File: src/rtl/fft_bin_serializer.sv
// Captures one full FFT frame in a single cycle and streams its bins out one per beat
// over valid/ready, optionally undoing bit-reversed bin order so output is always natural order.
module fft_bin_serializer #(
    parameter int N      = 16,
    parameter int W      = 16,
    parameter bit BITREV = 1'b0
) (
    input  logic                    clk,
    input  logic                    rst,
    input  logic                    frame_valid,
    output logic                    frame_ready,
    input  logic signed [W-1:0]     X_real [N],
    input  logic signed [W-1:0]     X_im [N],
    output logic                    out_valid,
    input  logic                    out_ready,
    output logic signed [W-1:0]     out_real,
    output logic signed [W-1:0]     out_im,
    output logic [$clog2(N)-1:0]    out_index,
    output logic                    out_last
);

    localparam int IW = $clog2(N);
    localparam logic [IW-1:0] LAST_IDX = IW'(N - 1);

    typedef enum logic {IDLE, STREAM} state_t;

    state_t              state;
    state_t              state_next;
    logic [IW-1:0]       idx;
    logic [IW-1:0]       rd_idx;
    logic signed [W-1:0] bin_real [N];
    logic signed [W-1:0] bin_im [N];
    logic                at_last;
    logic                transfer;
    logic                capture;

    function automatic logic [IW-1:0] bitrev(input logic [IW-1:0] x);
        logic [IW-1:0] r;
        r = '0;
        for (int i = 0; i < IW; i++) begin
            r[i] = x[IW-1-i];
        end
        return r;
    endfunction

    assign at_last  = (idx == LAST_IDX);
    assign transfer = out_valid & out_ready;
    assign capture  = frame_valid & frame_ready;
    assign rd_idx   = BITREV ? bitrev(idx) : idx;

    always_ff @(posedge clk) begin
        if (rst) begin
            state <= IDLE;
        end else begin
            state <= state_next;
        end
    end

    // A last-beat transfer with a new frame waiting stays in STREAM for zero-bubble back-to-back frames.
    always_comb begin
        state_next = state;
        case (state)
            IDLE: begin
                if (frame_valid) begin
                    state_next = STREAM;
                end
            end
            STREAM: begin
                if (transfer && at_last && !frame_valid) begin
                    state_next = IDLE;
                end
            end
            default: state_next = IDLE;
        endcase
    end

    always_comb begin
        frame_ready = (state == IDLE) || ((state == STREAM) && at_last && out_ready);
        out_valid   = (state == STREAM);
        out_last    = 1'b0;
        out_index   = '0;
        out_real    = '0;
        out_im      = '0;
        if (state == STREAM) begin
            out_last  = at_last;
            out_index = idx;
            out_real  = bin_real[rd_idx];
            out_im    = bin_im[rd_idx];
        end
    end

    always_ff @(posedge clk) begin
        if (rst) begin
            idx <= '0;
            for (int i = 0; i < N; i++) begin
                bin_real[i] <= '0;
                bin_im[i]   <= '0;
            end
        end else if (capture) begin
            idx      <= '0;
            bin_real <= X_real;
            bin_im   <= X_im;
        end else if (transfer && !at_last) begin
            idx <= idx + IW'(1);
        end
    end

endmodule
File: config.mk
export PLATFORM = sky130hd
export DESIGN_NAME = fft_bin_serializer
export DESIGN_NICKNAME = d
export VERILOG_FILES = /design/src/rtl/fft_bin_serializer.sv
export SDC_FILE = /design/constraint.sdc
export NUM_CORES = 1
export LEC_CHECK = 0
export BUFFER_PORTS_ARGS = -buffer_cell sky130_fd_sc_hd__buf_2
export CAP_MARGIN = 10
export CORE_AREA = 2 2 217 219
export DETAILED_ROUTE_END_ITERATION = 12
export DIE_AREA = 0 0 219 221
export GPL_TIMING_DRIVEN = 1
export PLACE_DENSITY = 0.71
export SYNTH_ARGS = -nofsm -noshare
export SYNTH_HDL_FRONTEND = slang
export SYNTH_SLANG_ARGS = --single-unit
export TNS_END_PERCENT = 20
File: constraint.sdc
create_clock -name clk -period 3.3 [get_ports clk]
set_input_delay 0.33 -clock clk [delete_from_list [all_inputs] [get_ports clk]]
set_output_delay 0.33 -clock clk [all_outputs]
set_load 0.05 [all_outputs]
; Word-level counts from Yosys, hierarchy flattened
; Index checks and enable logic that the tools add are counted.
[totals]
regBits = 517
input_bits = 516
output_inout_bits = 39
[classes]
add_sub_neg = 1
order_cmp = 1
n_eq_ne = 1
mux = 13
bitwise_logic = 4
n_reduce_logical = 9
[ops]
columns = cell, count
row1 = 16-bit binary-select mux with 4-bit select, 2
row2 = 16-bit two-way mux, 6
row3 = "5-bit >= comparator, second input constant", 1
row4 = 1-bit logical AND, 5
row5 = 4-bit inverter with 5-bit output, 1
row6 = "4-bit by 1-bit adder with 4-bit output, second input constant", 1
row7 = "4-bit == test, second input constant", 1
row8 = 4-bit two-way mux, 1
row9 = 1-bit two-way mux, 3
row10 = 1-bit bitwise AND, 2
row11 = 1-bit zero test, 2
row12 = 1-bit case mux with 2 select lines, 1
row13 = 2-bit OR reduction, 1
row14 = 1-bit logical OR, 1
row15 = 1-bit inverter, 1

; Logic depth before layout (Yosys ltp)
; Gate-level depths: netlist (run 1).
[depth]
depth_word = 6
ltp_mapped = 8
depth_no_buf = 5

; Least setup slack after synthesis (run 1)
; No wires, ideal clock.
[synth_path]
kind = flip-flop to output port
start = register state, in the netlist out_valid
end = output port out_im[13]
t_arrival_ps = 2321
path_slack_ps = 649
path_stages_with_launch = 6
path_cell_list = dfxtp_1 > and2_1 > clkbuf_1 > clkbuf_1 > nand3_1 > o21ai_0
[synth_between]
elab_chain_cells = 1
[synth_lines]
columns = item, line_no
row1 = from (decl), 27  ; state_t state;
row2 = from (signal assigned), 55  ; state <= state_next;
row3 = 16-bit two-way mux, 84  ; if (state == STREAM) begin
row4 = to (decl), 17  ; output logic signed [W-1:0] out_im,
; No other way between the ends.

; Final worst setup path (run 1)
[layout_path]
start = register idx[2]
end = output port out_real[1]
[layout_between]
elab_chain_cells = 5
[layout_lines]
columns = item, line_no
row1 = from (decl), 29  ; logic [IW-1:0] idx;
row2 = from (signal assigned), 104  ; idx <= idx + IW'(1);
row3 = 4-bit inverter with 5-bit output (implied by the code), 87  ; out_real = bin_real[rd_idx];
row4 = 16-bit binary-select mux with 4-bit select, 87
row5 = 16-bit two-way mux (implied by the code) (2 in a row), 87
row6 = 16-bit two-way mux, 84
row7 = to (decl), 16  ; output logic signed [W-1:0] out_real,
; No other way between the ends. The select of a mux whose other input is x is not followed.

==> results_dict.tcl, run 1 <==
set metrics [dict create \
    status "finished with violations" \
    failed_checks "setup timing" \
    wl_um 91260 \
    first_iter_violations 2802 \
    synth_fa_ha_area_share_pct 0.05655 \
    finish.utilization_pct 69.28 \
    synth_cells 2806 \
    critical_path_buf_inv_count 2 \
    area_growth_pct 44.24 \
    end_kind "output pin" \
    synth_seq_cells 517 \
    drcViolationCount 0 \
    root_buffer "clkbuf_16" \
    synth-edff-count 0 \
    synth.area.mux_share_pct 11.64 \
    cts_sinks 517 \
    wire_per_inst_um 20.91 \
    synth.distinct_cells 31 \
    critical_path_depth 6 \
    synth_top_family_by_area "simple AND/OR/NAND/NOR gates" \
    num_rows 79 \
    fin_ws_ns -0.03324 \
    vias_per_cell 5.651 \
    yosysMostFrequentCell "nand2_1" \
    reg2reg_depth 8 \
    worst_setup_path_start_kind "flip-flop" \
    antenna_found_initial 10 \
    ys_seq_area_share_pct 46.78 \
    worstMarginPinSlew_ns 0.8292 \
    path_max_fanout 38 \
    synth_top_area_cell "dfxtp_1" \
    whs_path_depth 3 \
    num_vias 24670 \
    cts_buffers 52 \
    slew_headroom_pct 44.60 \
    peakVddDrop_mv 0.4379 \
    cts_tree "built" \
    synth-compound-area-share_pct 16.85 \
    crit_chain "buf_16 > mux2i_1 > a22oi_1 > nand3_1 > o21ai_0 > buf_4" \
    ant_nets 0 \
    io_pins 555 \
    drt_first_pass_iters 6 \
    hpwl_um 55770 \
    synth_area_um2 22120 \
    synthTopCellsByCount "1058 x nand2_1, 517 x dfxtp_1, 513 x a21oi_1" \
    drive_above_1_share_pct 18.75 \
    place_worst_setup_slack_ns 0.5822 \
    critPathSlowestCell "dfxtp_4" \
    pwr_density_cell_nw_per_um2 481.8 \
    yosys.area_share.simple_pct 19.28 \
    final.period_utilization_pct 101.0 \
    path_clk_slew_ns 0.06 \
    fin_crit_ns 3.333 \
    async_reset_ff_share_pct 0 \
    final_cells 4365 \
    syn_nets 3323 \
    synth-main-ff-cell "dfxtp_1" \
    tns_ns -0.03324 \
    p_leak_nw 12.57 \
    crit_family "flip-flops" \
    dp.cells 3773 \
    maxCapViolCount 0 \
    syn_avg_cell_area_um2 7.885 \
    skew_ns 0.01743 \
    grt_pass1_wl_um 136500 \
    clkLatencyLatePin_ns 0.61 \
    cts_buffer_depth 3 \
    synthXorXnorAreaFrac_pct 0.07917 \
    h-tree-depth 2 \
    critPathKind "reg2out" \
    hold_violations 0 \
    required_ns 2.97 \
    slew_viol_final 0 \
    synthTopCellsByArea "dfxtp_1 47%, nand2_1 18%, a21oi_1 12%, mux2i_1 11%, a22oi_1 4.3%" \
    yosys_warnings 0 \
    yosys.area.top_type_share_pct 46.78 \
    place_congestion 0.9530 \
    rsz0062_at_grt "yes" \
    grt_max_degree 113 \
    fp.dieH_um 221 \
    max_freq_mhz 300.0 \
    grt_pass1_vias 24730 \
    core_area_um2 46060 \
    crit_path_max_incr_delay_ns 0.72 \
    start_util_pct 48.03 \
    nNetsFinal 4226 \
    die_w_um 219 \
    grt_usage_pct 36.31 \
    crit_arrival_ns 3.00 \
    setup_viol 1 \
    dieArea_um2 48400 \
    worst_hold_path_type "in2reg" \
    numPortBuffers 554 \
    grt-ovfl-total 0 \
]
## report_power, final
part           internal [W]  switching (W)  total (W)
sequential          0.00660       0.000208    0.00680
combinational       0.00104        0.00122    0.00226
clock               0.00372        0.00259    0.00631
## per-layer routing
layer	global-route usage (%)	part of all wire, %
met4	24.72	7.4
met5	0	0.030
met1	41.71	36
met2	60.48	47
met3	7.491	8.9
## cells in the final DEF, fill, tap and decap left out, types with 6 or more instances in the layout
| cell type | synthesis | final |
|---|---|---|
| clkinv_2 | 0 | 9 |
| nand2_1 | 1058 | 1058 |
| buf_12 | 0 | 18 |
| bufinv_16 | 0 | 6 |
| o21ai_0 | 11 | 10 |
| dlygate4sd3_1 | 0 | 486 |
| dfxtp_1 | 517 | 514 |
| o21ai_1 | 20 | 21 |
| clkbuf_16 | 0 | 53 |
| clkbuf_8 | 0 | 14 |
| diode_2 | 0 | 9 |
| a22oi_1 | 126 | 126 |
| clkbuf_1 | 93 | 9 |
| mux2i_1 | 254 | 254 |
| buf_2 | 107 | 549 |
| a21oi_1 | 513 | 513 |
| buf_4 | 37 | 26 |
| nand3_1 | 34 | 34 |
## area by class of cell
cell class	instances	area (um^2)
sequential	517	10360
antenna	9	22.52
tap	607	759.5
clock inverter	18	251.5
timing repair buffer	1087	8287
clock buffer	76	1553
inverter	1	3.754
fill	3321	14150
multi-input combinational	2050	10680
## path summary, 6_finish.rpt
| kind | from | endpoint | slack [ns] |
|---|---|---|---|
| setup / recovery | idx[2] | out_real[1] | -0.03 |
| hold / removal | X_im[251] | bin_im[251] | 0.02 |
| setup reg to reg | idx[0] | bin_real[221] | 0.46 |
| hold reg to reg | bin_im[25] | bin_im[25] | 0.45 |
## sequential cells by signal (all words and copies together) (netlist names)
signal,count
bin_im,256
bin_real,256
idx,4
out_valid,1
## stage by stage
stage / hold WS, ns / area, um^2 / total power (W)
after floorplan: 0.4329 / 22130 / 0.007895
after global placement: 0.4413 / 25140 / 0.008580
after detailed placement: 0.4458 / 25140 / 0.008625
after CTS: 0.0003058 / 31850 / 0.01524
after global routing: 0.01525 / 31900 / 0.01582
final: 0.02198 / 31910 / 0.01537
## logic make-up (layout without fill, tap and decap cells)
| family | after synthesis | after routing |
|---|---|---|
| buffers and inverters | 240 | 1182 |
| other | 0 | 9 |
| adders and majority gates | 1 | 1 |
| DFF | 517 | 517 |
| xor gates and xnor gates | 2 | 2 |
| AOI/OAI and AO/OA | 677 | 677 |
| and+or+nand+nor | 1113 | 1114 |
| muxes | 256 | 256 |
## worst min-delay path: stages
cell and delay, ns:
buf_2 0.13, nand2_1 0.07, a21oi_1 0.05
## repair_timing
action,CTS,global route
setup endpoints to repair,6,11
cloned,1,0
buffers inserted,1,1
gates resized for setup,4,8
hold buffers,486,0
hold endpoints to repair,486,0
(Power assumes the default switching activity.)
==> run 2: changes to the inputs <==
HOLD_SLACK_MARGIN = 0.03   (was default)
==> results_dict.tcl, run 2 (synthesized netlist as in run 1, its figures left out) <==
set metrics [dict create \
    grt_max_degree 113 \
    worst_setup_path_start_kind "flip-flop" \
    end_kind "output pin" \
    clkLatencyLatePin_ns 0.61 \
    dieArea_um2 48400 \
    status "completed" \
    ant_nets 0 \
    placed_area_um2 25140 \
    skew_ns 0.01584 \
    crit_arrival_ns 2.96 \
    critPathSlowestCell "dfxtp_4" \
    grt_pass1_wl_um 138200 \
    path_max_fanout 38 \
    cts_buffers 52 \
    cts_sinks 517 \
    final_area_um2 32150 \
    die_w_um 219 \
    p_leak_nw 12.67 \
    cts_tree "built" \
    finish.utilization_pct 69.80 \
    drcViolationCount 0 \
    core_area_um2 46060 \
    worstMarginPinSlew_ns 0.8287 \
    setup_viol 0 \
    numPortBuffers 554 \
    hpwl_um 55770 \
    drive_above_1_share_pct 18.64 \
    hold_violations 0 \
    crit_chain "buf_16 > mux2i_1 > a22oi_1 > nand3_1 > o21ai_0 > buf_4" \
    path_clk_slew_ns 0.06 \
    wire_per_inst_um 21.20 \
    num_vias 24910 \
    reg.largest.list "bin_im x256, bin_real x256, idx x4" \
    required_ns 2.97 \
    crit_path_max_incr_delay_ns 0.71 \
    slew_headroom_pct 44.64 \
    root_buffer "clkbuf_16" \
    fp.dieH_um 221 \
    pwr_density_cell_nw_per_um2 478.5 \
    wl_um 93110 \
    num_rows 79 \
    first_iter_violations 3021 \
    critPathKind "reg2out" \
    grt_pass1_vias 25070 \
    grt_usage_pct 36.88 \
    area_growth_pct 45.31 \
    slew_viol_final 0 \
    nNetsFinal 4249 \
    rsz0062_at_grt "yes" \
    antenna_found_initial 15 \
    cts_buffer_depth 3 \
    peakVddDrop_mv 0.4474 \
    drt_first_pass_iters 6 \
    fin_crit_ns 3.285 \
    vias_per_cell 5.671 \
    layout.cells.most_common_list "1058 x nand2_1, 550 x buf_2, 514 x dfxtp_1" \
    worst_hold_path_type "in2reg" \
    max_freq_mhz 304.4 \
    final.period_utilization_pct 99.55 \
    io_pins 555 \
    place_congestion 0.9530 \
    h-tree-depth 2 \
    maxCapViolCount 0 \
    final_common_cell "nand2_1" \
    grt-ovfl-total 0 \
    start_util_pct 48.03 \
]
run 2: cell types whose count changed in the layout (fill, tap and decap cells not counted):
cell / change
dlygate4sd3_1: +23
clkbuf_4: -1
buf_4: +1
diode_2: +5
buf_2: +1
buf_6: -1
run 2: area by class of cell:
cell class / instances / area (um^2)
fillers: 3282 / 13910
multi-input cells: 2050 / 10680
flip-flops and latches: 517 / 10360
repair buffers: 1110 / 8511
clock buffers: 76 / 1553
well taps: 607 / 759.5
clock inverters: 18 / 251.5
diodes: 14 / 35.03
inverters: 1 / 3.754
run 2: metal layers:
metal	wire, um	track usage (%)
met4	7081	25.92
met1	33530	41.88
met2	43940	61.31
met5	27	0
met3	8528	8.014
run 2: path summary, 6_finish.rpt:
kind	from	to	slack (ns)	cells past startpoint
setup / recovery	idx[2]	out_real[1]	0.01	6
hold / removal	X_real[74]	bin_real[74]	0.05	3
setup reg to reg	idx[0]	bin_real[238]	0.48	8
hold reg to reg	bin_im[61]	bin_im[61]	0.45	2
run 2: through the flow:
stage / TNS [ns] / std cells / power (W) / worst slack, ns / hold slack [ns]
floorplan: 0 / 2806 / 0.007895 / 0.6486 / 0.4329
global placement: 0 / 3773 / 0.008580 / 0.5616 / 0.4413
detailed placement: 0 / 3773 / 0.008625 / 0.5822 / 0.4458
CTS: 0 / 4378 / 0.01526 / 0.007248 / 0.03041
global route: -0.02666 / 4390 / 0.01586 / -0.02603 / 0.03503
finish: 0 / 4393 / 0.01538 / 0.01481 / 0.05323
run 2: timing repair:
action,in CTS,in global routing
gates resized for setup,4,6
setup buffers,1,1
gates cloned,1,0
endpoints found under the hold margin,509,0
hold buffers,509,0
endpoints found under the setup margin,6,13
run 2: power breakdown:
part           switching [W]  total [W]  internal, W  leakage (nW)
Clock                0.00256    0.00628      0.00372         0.898
Combinational        0.00124    0.00229      0.00106          7.53
Sequential          0.000209    0.00681      0.00660          4.25
run 2: critical path, delay by kind of cell (launching register included):
| kind | cells | cell delay [ns] |
|---|---|---|
| buffers and inverters | 2 | 0.60 |
| multiplexers | 1 | 0.15 |
| AND/OR/NAND/NOR | 1 | 0.28 |
| flip-flops | 1 | 0.71 |
| AO/OA/AOI/OAI | 2 | 0.56 |
